--- src/rtl/fir_multichannel_engine.sv ---
// fir_multichannel_engine
//   Time-multiplexed multi-channel FIR core. One shared MAC serves NChannels
//   independent delay lines with a single active coefficient set. Coefficients
//   arrive serially into a shadow register. They are copied to the active set
//   after lock falls, but only while no computation is using them.
//
// Build option:
//   FIR_SATURATE_EN  defined: output clamps to the signed DataWidth range.
//                    undefined: output wraps (low DataWidth bits kept).
//
// Ports:
//   clk          sole clock, rising edge
//   reset        asynchronous active-high, clears all state
//   start        one-cycle sample strobe (x, chan sampled with it)
//   chan         channel of x
//   x            signed input sample
//   lock         high while the coefficient stream is written
//   coeffLoadIn  serial shift enable for the shadow coefficients
//   coeffIn      serial coefficient bit (h[0] first, MSB first)
//   y            signed filter output, held until the next done
//   yChan        channel of y
//   done         one-cycle pulse, y/yChan valid
//   busy         computation in progress (includes the done cycle)
//   drop         one-cycle pulse, the previous cycle's start was rejected
module fir_multichannel_engine #(
  parameter int NTaps      = 8,
  parameter int NChannels  = 2,
  parameter int DataWidth  = 12,
  parameter int CoeffWidth = 12,
  localparam int ChanWidth = (NChannels > 1) ? $clog2(NChannels) : 1,
  localparam int AccWidth  = DataWidth + CoeffWidth + $clog2(NTaps)
) (
  input  logic                        clk,
  input  logic                        reset,
  input  logic                        start,
  input  logic [ChanWidth-1:0]        chan,
  input  logic signed [DataWidth-1:0] x,
  input  logic                        lock,
  input  logic                        coeffLoadIn,
  input  logic                        coeffIn,
  output logic signed [DataWidth-1:0] y,
  output logic [ChanWidth-1:0]        yChan,
  output logic                        done,
  output logic                        busy,
  output logic                        drop
);

  localparam int KWidth  = $clog2(NTaps);
  localparam int ProdW   = DataWidth + CoeffWidth;
  localparam int ShadowW = NTaps * CoeffWidth;
  localparam logic [ChanWidth:0] NChanL = (ChanWidth + 1)'(NChannels);

  typedef enum logic [1:0] {IDLE, MAC, OUT} state_t;

  state_t                         state, stateNext;
  logic [KWidth-1:0]              k;
  logic [ChanWidth-1:0]           curChan;
  logic signed [AccWidth-1:0]     acc;
  logic signed [DataWidth-1:0]    d [NChannels][NTaps];
  logic signed [CoeffWidth-1:0]   hAct [NTaps];
  logic [ShadowW-1:0]             shadow;
  logic                           lockQ;
  logic                           commitPending;
  logic                           chanOk;
  logic                           accept;
  logic                           commit;
  logic signed [ProdW-1:0]        prod;
  logic signed [AccWidth-1:0]     accShift;

  function automatic logic signed [DataWidth-1:0] shapeOut(
    input logic signed [AccWidth-1:0] v
  );
`ifdef FIR_SATURATE_EN
    logic signed [AccWidth-1:0] maxOut;
    logic signed [AccWidth-1:0] minOut;
    maxOut = AccWidth'(2 ** (DataWidth - 1) - 1);
    minOut = AccWidth'(-(2 ** (DataWidth - 1)));
    if (v > maxOut)      return DataWidth'(maxOut);
    else if (v < minOut) return DataWidth'(minOut);
    else                 return DataWidth'(v);
`else
    return DataWidth'(v);
`endif
  endfunction

  assign chanOk   = {1'b0, chan} < NChanL;
  assign prod     = d[curChan][k] * hAct[k];
  assign accShift = acc >>> (CoeffWidth - 1);

  always_ff @(posedge clk or posedge reset) begin
    if (reset) state <= IDLE;
    else       state <= stateNext;
  end

  // Commit is held off while a start is taken so a computation never sees a
  // coefficient set change between its first and last tap.
  always_comb begin
    stateNext = state;
    accept    = 1'b0;
    commit    = 1'b0;
    unique case (state)
      IDLE: begin
        accept = start && !lock && chanOk;
        commit = commitPending && !accept;
        if (accept) stateNext = MAC;
      end
      MAC: begin
        if (k == KWidth'(NTaps - 1)) stateNext = OUT;
      end
      OUT: begin
        commit    = commitPending;
        stateNext = IDLE;
      end
      default: stateNext = IDLE;
    endcase
  end

  always_ff @(posedge clk or posedge reset) begin
    if (reset) begin
      for (int c = 0; c < NChannels; c++)
        for (int t = 0; t < NTaps; t++)
          d[c][t] <= '0;
      for (int t = 0; t < NTaps; t++)
        hAct[t] <= '0;
      shadow        <= '0;
      lockQ         <= 1'b0;
      commitPending <= 1'b0;
      acc           <= '0;
      k             <= '0;
      curChan       <= '0;
      y             <= '0;
      yChan         <= '0;
      done          <= 1'b0;
      busy          <= 1'b0;
      drop          <= 1'b0;
    end else begin
      lockQ <= lock;
      done  <= 1'b0;
      drop  <= start && !accept;

      if (coeffLoadIn) shadow <= {shadow[ShadowW-2:0], coeffIn};

      // A new falling edge wins over a commit on the same edge so the most
      // recent stream is never lost.
      if (lockQ && !lock) commitPending <= 1'b1;
      else if (commit)    commitPending <= 1'b0;

      if (commit)
        for (int t = 0; t < NTaps; t++)
          hAct[t] <= shadow[(NTaps - t) * CoeffWidth - 1 -: CoeffWidth];

      if (accept) busy <= 1'b1;
      else if (state == IDLE) busy <= 1'b0;

      // Accept: push sample into the selected delay line
      if (accept) begin
        for (int t = NTaps - 1; t > 0; t--)
          d[chan][t] <= d[chan][t - 1];
        d[chan][0] <= x;
        curChan    <= chan;
        acc        <= '0;
        k          <= '0;
      end

      // MAC: one tap per cycle
      if (state == MAC) begin
        acc <= acc + AccWidth'(prod);
        k   <= k + 1'b1;
      end

      // OUT: scale, shape and present
      if (state == OUT) begin
        y     <= shapeOut(accShift);
        yChan <= curChan;
        done  <= 1'b1;
      end
    end
  end

endmodule

--- config.mk ---
export PLATFORM = sky130hd
export DESIGN_NAME = fir_multichannel_engine
export DESIGN_NICKNAME = d
export VERILOG_FILES = /design/src/rtl/fir_multichannel_engine.sv
export SDC_FILE = /design/constraint.sdc
export NUM_CORES = 1
export LEC_CHECK = 0
export CORE_AREA = 4 4 237 239
export CTS_CLUSTER_SIZE = 24
export DETAILED_ROUTE_END_ITERATION = 8
export DIE_AREA = 0 0 241 243
export PLACE_DENSITY = 0.63
export SYNTH_ARGS = -nofsm -noshare
export SYNTH_HDL_FRONTEND = slang
export SYNTH_SLANG_ARGS = --single-unit
--- constraint.sdc ---
create_clock -name clk -period 17.1 [get_ports clk]
set_input_delay 3.42 -clock clk [delete_from_list [all_inputs] [get_ports clk]]
set_output_delay 3.42 -clock clk [all_outputs]
set_load 0.02 [all_outputs]
== Word-level counts from Yosys, hierarchy flattened ==
Cells that the tools add are included.

* Bitwise operators: 3
* $lt $le $gt $ge: 4
* Equal/unequal tests: 5
* Multipliers: 1
* Mux-type cells: 50
* Reductions and logical operators: 13
* Add/subtract/negate cells: 2

{| class="wikitable"
|+ Operator list
! operator !! number
|-
| $bwmux 192 || 8
|-
| $demux 96 s1 || 8
|-
| $mux 96 || 7
|-
| $mux 84 || 1
|-
| $bmux 12 s3 || 2
|-
| $mux 72 || 1
|-
| $mux 12 || 5
|-
| $mux 60 || 1
|-
| $mux 27 || 2
|-
| $mux 48 || 1
|-
| $mux 36 || 1
|-
| $add 27x24->27 || 1
|-
| $mul 12x12->24 || 1
|-
| $mux 24 || 1
|-
| $mux 1 || 6
|-
| $mux 3 || 2
|-
| $reduce_bool 2->1 || 3
|-
| $logic_and 1x1->1 || 5
|-
| $ge 2x2->1 const B || 2
|-
| $ge 4x4->1 const B || 1
|-
| $mux 2 || 2
|-
| $ne 2x2->1 const B || 2
|-
| $not 1->2 || 2
|-
| $not 3->4 || 1
|-
| 10 further kinds || 12
|}

* Bits of input ports: 19
* Flip-flop bits (word level): 435
* Word-level logic and storage cells: 114

== Logic depth before layout (Yosys ltp) ==
* Word-level depth: 13
* Mapped depth: 28
* Mapped depth without buffers: 24

== Worst setup path before layout ==
No wires, ideal clock.

* Kind: register -> register
* Start point: register k[0]
* End point: register acc[15]
* Buffers on the path: 4
* Period minus slack after synthesis: 7.226 ns
* Library setup time: 0.135 ns
* Stages on the path, launching flop included: 25
* Arrival time: 7.092 ns
* Path slack: 9.874 ns
* Path through: dfrtp_1 -> buf_2 -> buf_2 -> buf_2 -> mux4_2 -> mux2_2 -> buf_2 -> and2_1 -> fa_1 -> inv_1 -> fa_1 -> inv_1 -> fa_1 -> fa_1 -> fa_1 -> inv_1 -> fa_1 -> inv_1 -> ha_1 -> or4_1 -> a2111oi_1 -> nor3_1 -> a31oi_1 -> xor2_1 -> o21ai_0

* Longest elaborated chain between the ends: 7
* Elaborated cells on any way between the ends: 10
* Those cells by class: add/sub (1); mul (1); mux (7); bitwise (1)

{| class="wikitable"
|+ RTL lines
! element !! RTL line !! source
|-
| from (decl) || 56 || <nowiki>logic [KWidth-1:0] k;</nowiki>
|-
| from (signal assigned) || 168 || <nowiki>k <= k + 1'b1;</nowiki>
|-
| $not 3->4 (not written as such) * || 87 || <nowiki>assign prod = d[curChan][k] * hAct[k];</nowiki>
|-
| $bmux 12 s3 || 87 ||
|-
| $mux 12 (not written as such) (2 in series) || 87 ||
|-
| $mul 12x12->24 * || 87 ||
|-
| $add 27x24->27 * || 167 || <nowiki>acc <= acc + AccWidth'(prod);</nowiki>
|-
| $mux 27 * || 166 || <nowiki>if (state == MAC) begin</nowiki>
|-
| to (signal assigned) || 167 ||
|-
| to (decl) || 58 || <nowiki>logic signed [AccWidth-1:0] acc;</nowiki>
|}

Mark *: on every way between the ends. The rest lies on a longest branch, timed or not. The select of a mux whose other input is x is not followed.
A chain may end at the register's enable or synchronous reset.

== Worst setup path in the final report ==
* Start point: register k[0]
* End point: register acc[19]

The elaborated chain is that of the path after synthesis.

==> impl_metrics.yaml <==
global_route:
  grt_use_total_pct: 16.3
  grt_pass1_wl_mm: 77.6
  grt_start_max_net_pins: 167
  grt_pass1_vias: 14300
  grt_antenna_before_repair: 0
  grt_overflow: 0
floorplanning:
  fp.dieW_um: 241
  die_area_um2: 58600
  fp-row-count: 85
  dieHeight_um: 243
  core_area_um2: 53800
  ios: 35
  start_util_pct: 44.6
setup_path:
  worst-path-stages: 21
  critPathTopFamily: "adder cells"
  crit_buf_inv: 5
  end_kind: "register"
  crit_required_ps: 17550
  crit_chain: "buf_4, mux4_2, mux4_2, and2_1, fa_1, inv_1, fa_1, inv_1, fa_1, fa_1, fa_1, inv_1, fa_1, inv_1, ha_1, or4_1, a2111oi_1, or3_1, o211a_1, xor2_1, o21ai_0"
  reg2reg_depth: 21
  start_kind: "register"
  max_stage_delay_ps: 800
  cpMostUsedCell: "fa_1"
  path_max_fanout: 50
  crit_type: "reg2reg"
  slowest_stage: "buf_4"
  crit_arrival_ps: 8860
  rrSetupSlack_ps: 8690
clock_network:
  numCtsBuffers: 47
  cts_tree: "done"
  clk_pin_slew_ps: 60
  clk_latency_ps: 580
  clock_path_buffers: 3
  postCtsSetupRepairBufs: 0
  ctsResizeCount: 0
  cts_num_sinks: 431
  htree_levels: 2
  root_buffer: "clkbuf_16"
  hold_buffers: 0
worst_hold_path:
  min_path_type: "reg2reg"
  whs_path_depth: 2
sta:
  worstMarginPinSlew_ps: 1070
  fin_crit_sh_pct: 49.2
  finClkSkew_ps: 22.5
  period_minus_slack_ps: 8410
  timing.setup.tns_ps: 0
  setup_viol: 0
  rsz0062_at_grt: "no"
  slew_viol_final: 0
  finalHoldViolations: 0
  clock.fmax_ghz: 0.119
  slew_headroom_pct: 27.6
detailed_routing:
  routedWlPerCell_um: 18.5
  postRouteAntennaNets: 0
  drt_iter0_markers: 582
  vias: 13100
  drc_errors: 0
  dr.pass1.iters: 5
  vias_per_cell: 5.29
  routed_wl_mm: 45.9
cells_and_area:
  final_nets: 1983
  regArea_um2: 10800
  finalNonFillerCells: 2478
  multiInputGateArea_um2: 12200
  fin_util_pct: 49.5
  fill_cells: 4631
  drive_above_1_share_pct: 33.2
  synthToLayoutAreaGrowth_pct: 10.9
  n_antenna_cell: 0
  layout_common_cells: "dfrtp_1, mux2_2, inv_1, fa_1, nand2_1"
  final_common_cell: "dfrtp_1"
logic_synthesis:
  avgSynthCellArea_um2: 13.8
  netlist.area_leader.share_pct: 44.9
  ys_seq_area_share_pct: 44.9
  synth.distinct_cells: 45
  syn_inst: 1735
  ys_ff_latch: 431
  yosys_warnings: 0
  syn_area_um2: 24000
  syn_nets: 1973
  synth_area_leaders: "dfrtp_1, mux2_2, fa_1"
  synth_top_area_cell: "dfrtp_1"
power_and_ir_drop:
  p_per_area_nw_per_um2: 157
  leakagePower_nw: 12.8
  peakVddDrop_uv: 81.1
  total_power_mw: 4.18
placed_design:
  dp.cells: 2392
  hpwl_mm: 31.7
  io_buffers: 34
  gp_congestion: 0.873
job:
  cap_violations: 0
run_status:
  status: "finished, final reports clean"
==> cell usage after synthesis, drive strengths merged <==
master and count:
fa 154, buf 42, clkbuf 54, a2111oi 4
and2 10, a31o 1, o41ai 2, nor2 31
xor2 11, or2 2, nand3 3, or3 2
inv 171, a21oi 11, ha 65, a31oi 1
o2111ai 2, dfrtp 431, a21o 10, o21bai 1
nand2b 24, o31ai 2, a22o 9, mux2i 13
o211a 2, o21a 6, mux4 81, a22oi 1
o211ai 3, mux2 395, nor2b 43, nand2 85
or4 2, a21boi 1, nor4b 1, xnor2 17
o21ai 36, nor3b 1, and2b 1, nor3 4
==> registers in the layout, summed over array words and instances (netlist names), 2 cells and up <==
| name | cells |
|---|---|
| hAct | 96 |
| state | 2 |
| shadow | 96 |
| y | 12 |
| d | 192 |
| acc | 23 |
| k | 3 |
==> cells by family after synthesis <==
group,after synthesis,synth area share [%]
AO/OA/AOI/OAI,92,2.58
buffers and inverters,267,4.38
adder cells (fa/ha/maj),219,16.2
AND/OR/NAND/NOR,209,4.23
flip-flops,431,44.9
multiplexers,489,26.7
XOR/XNOR,28,1.02
==> worst min-delay path, stage by stage, from the launching register on <==
cell     delay, ps
dfrtp_1        340
nand2_1         50
o21ai_0         60
==> path summary, 6_finish.rpt <==
kind,from,to
worst min-delay path,acc[11],acc[11]
worst max-delay path,k[0],acc[19]
min in group asynchronous,reset,y[4]
worst max register to register,k[0],acc[19]
max in group asynchronous,reset,curChan
worst min register to register,acc[11],acc[11]
==> area by class of cell <==
| cell class | count | area share, % |
|---|---|---|
| clock buffer | 70 | 5.35 |
| tap | 696 | 3.27 |
| multi-input combinational | 1037 | 45.8 |
| inverter | 171 | 2.44 |
| clock inverter | 16 | 0.592 |
| sequential | 431 | 40.5 |
| timing repair buffer | 57 | 1.96 |
==> metrics by stage <==
| stage | area (um2) | hold WS (ps) | setup slack [ps] |
|---|---|---|---|
| floorplan | 24000 | 450 | 1680 |
| detailed placement | 25000 | 472 | 8580 |
| CTS | 26600 | 484 | 8590 |
| global route | 26600 | 503 | 8220 |
| global placement | 25000 | 461 | 8710 |
| finish | 26600 | 479 | 8690 |
==> routing by layer <==
metal  vias up  track usage, %  wire length (um)
li1       5947               -                 -
met1      6932            23.8             21800
met2       167            25.9             21700
met3        62            2.83              1580
met4         0            3.53               838
met5         -               0                 0
==> report_power, final <==
part	switching [mW]	internal, mW
Combinational	0.902	0.831
Clock	0.417	0.595
Sequential	0.182	1.26
Total	1.50	2.68
(Power assumes the default switching activity.)
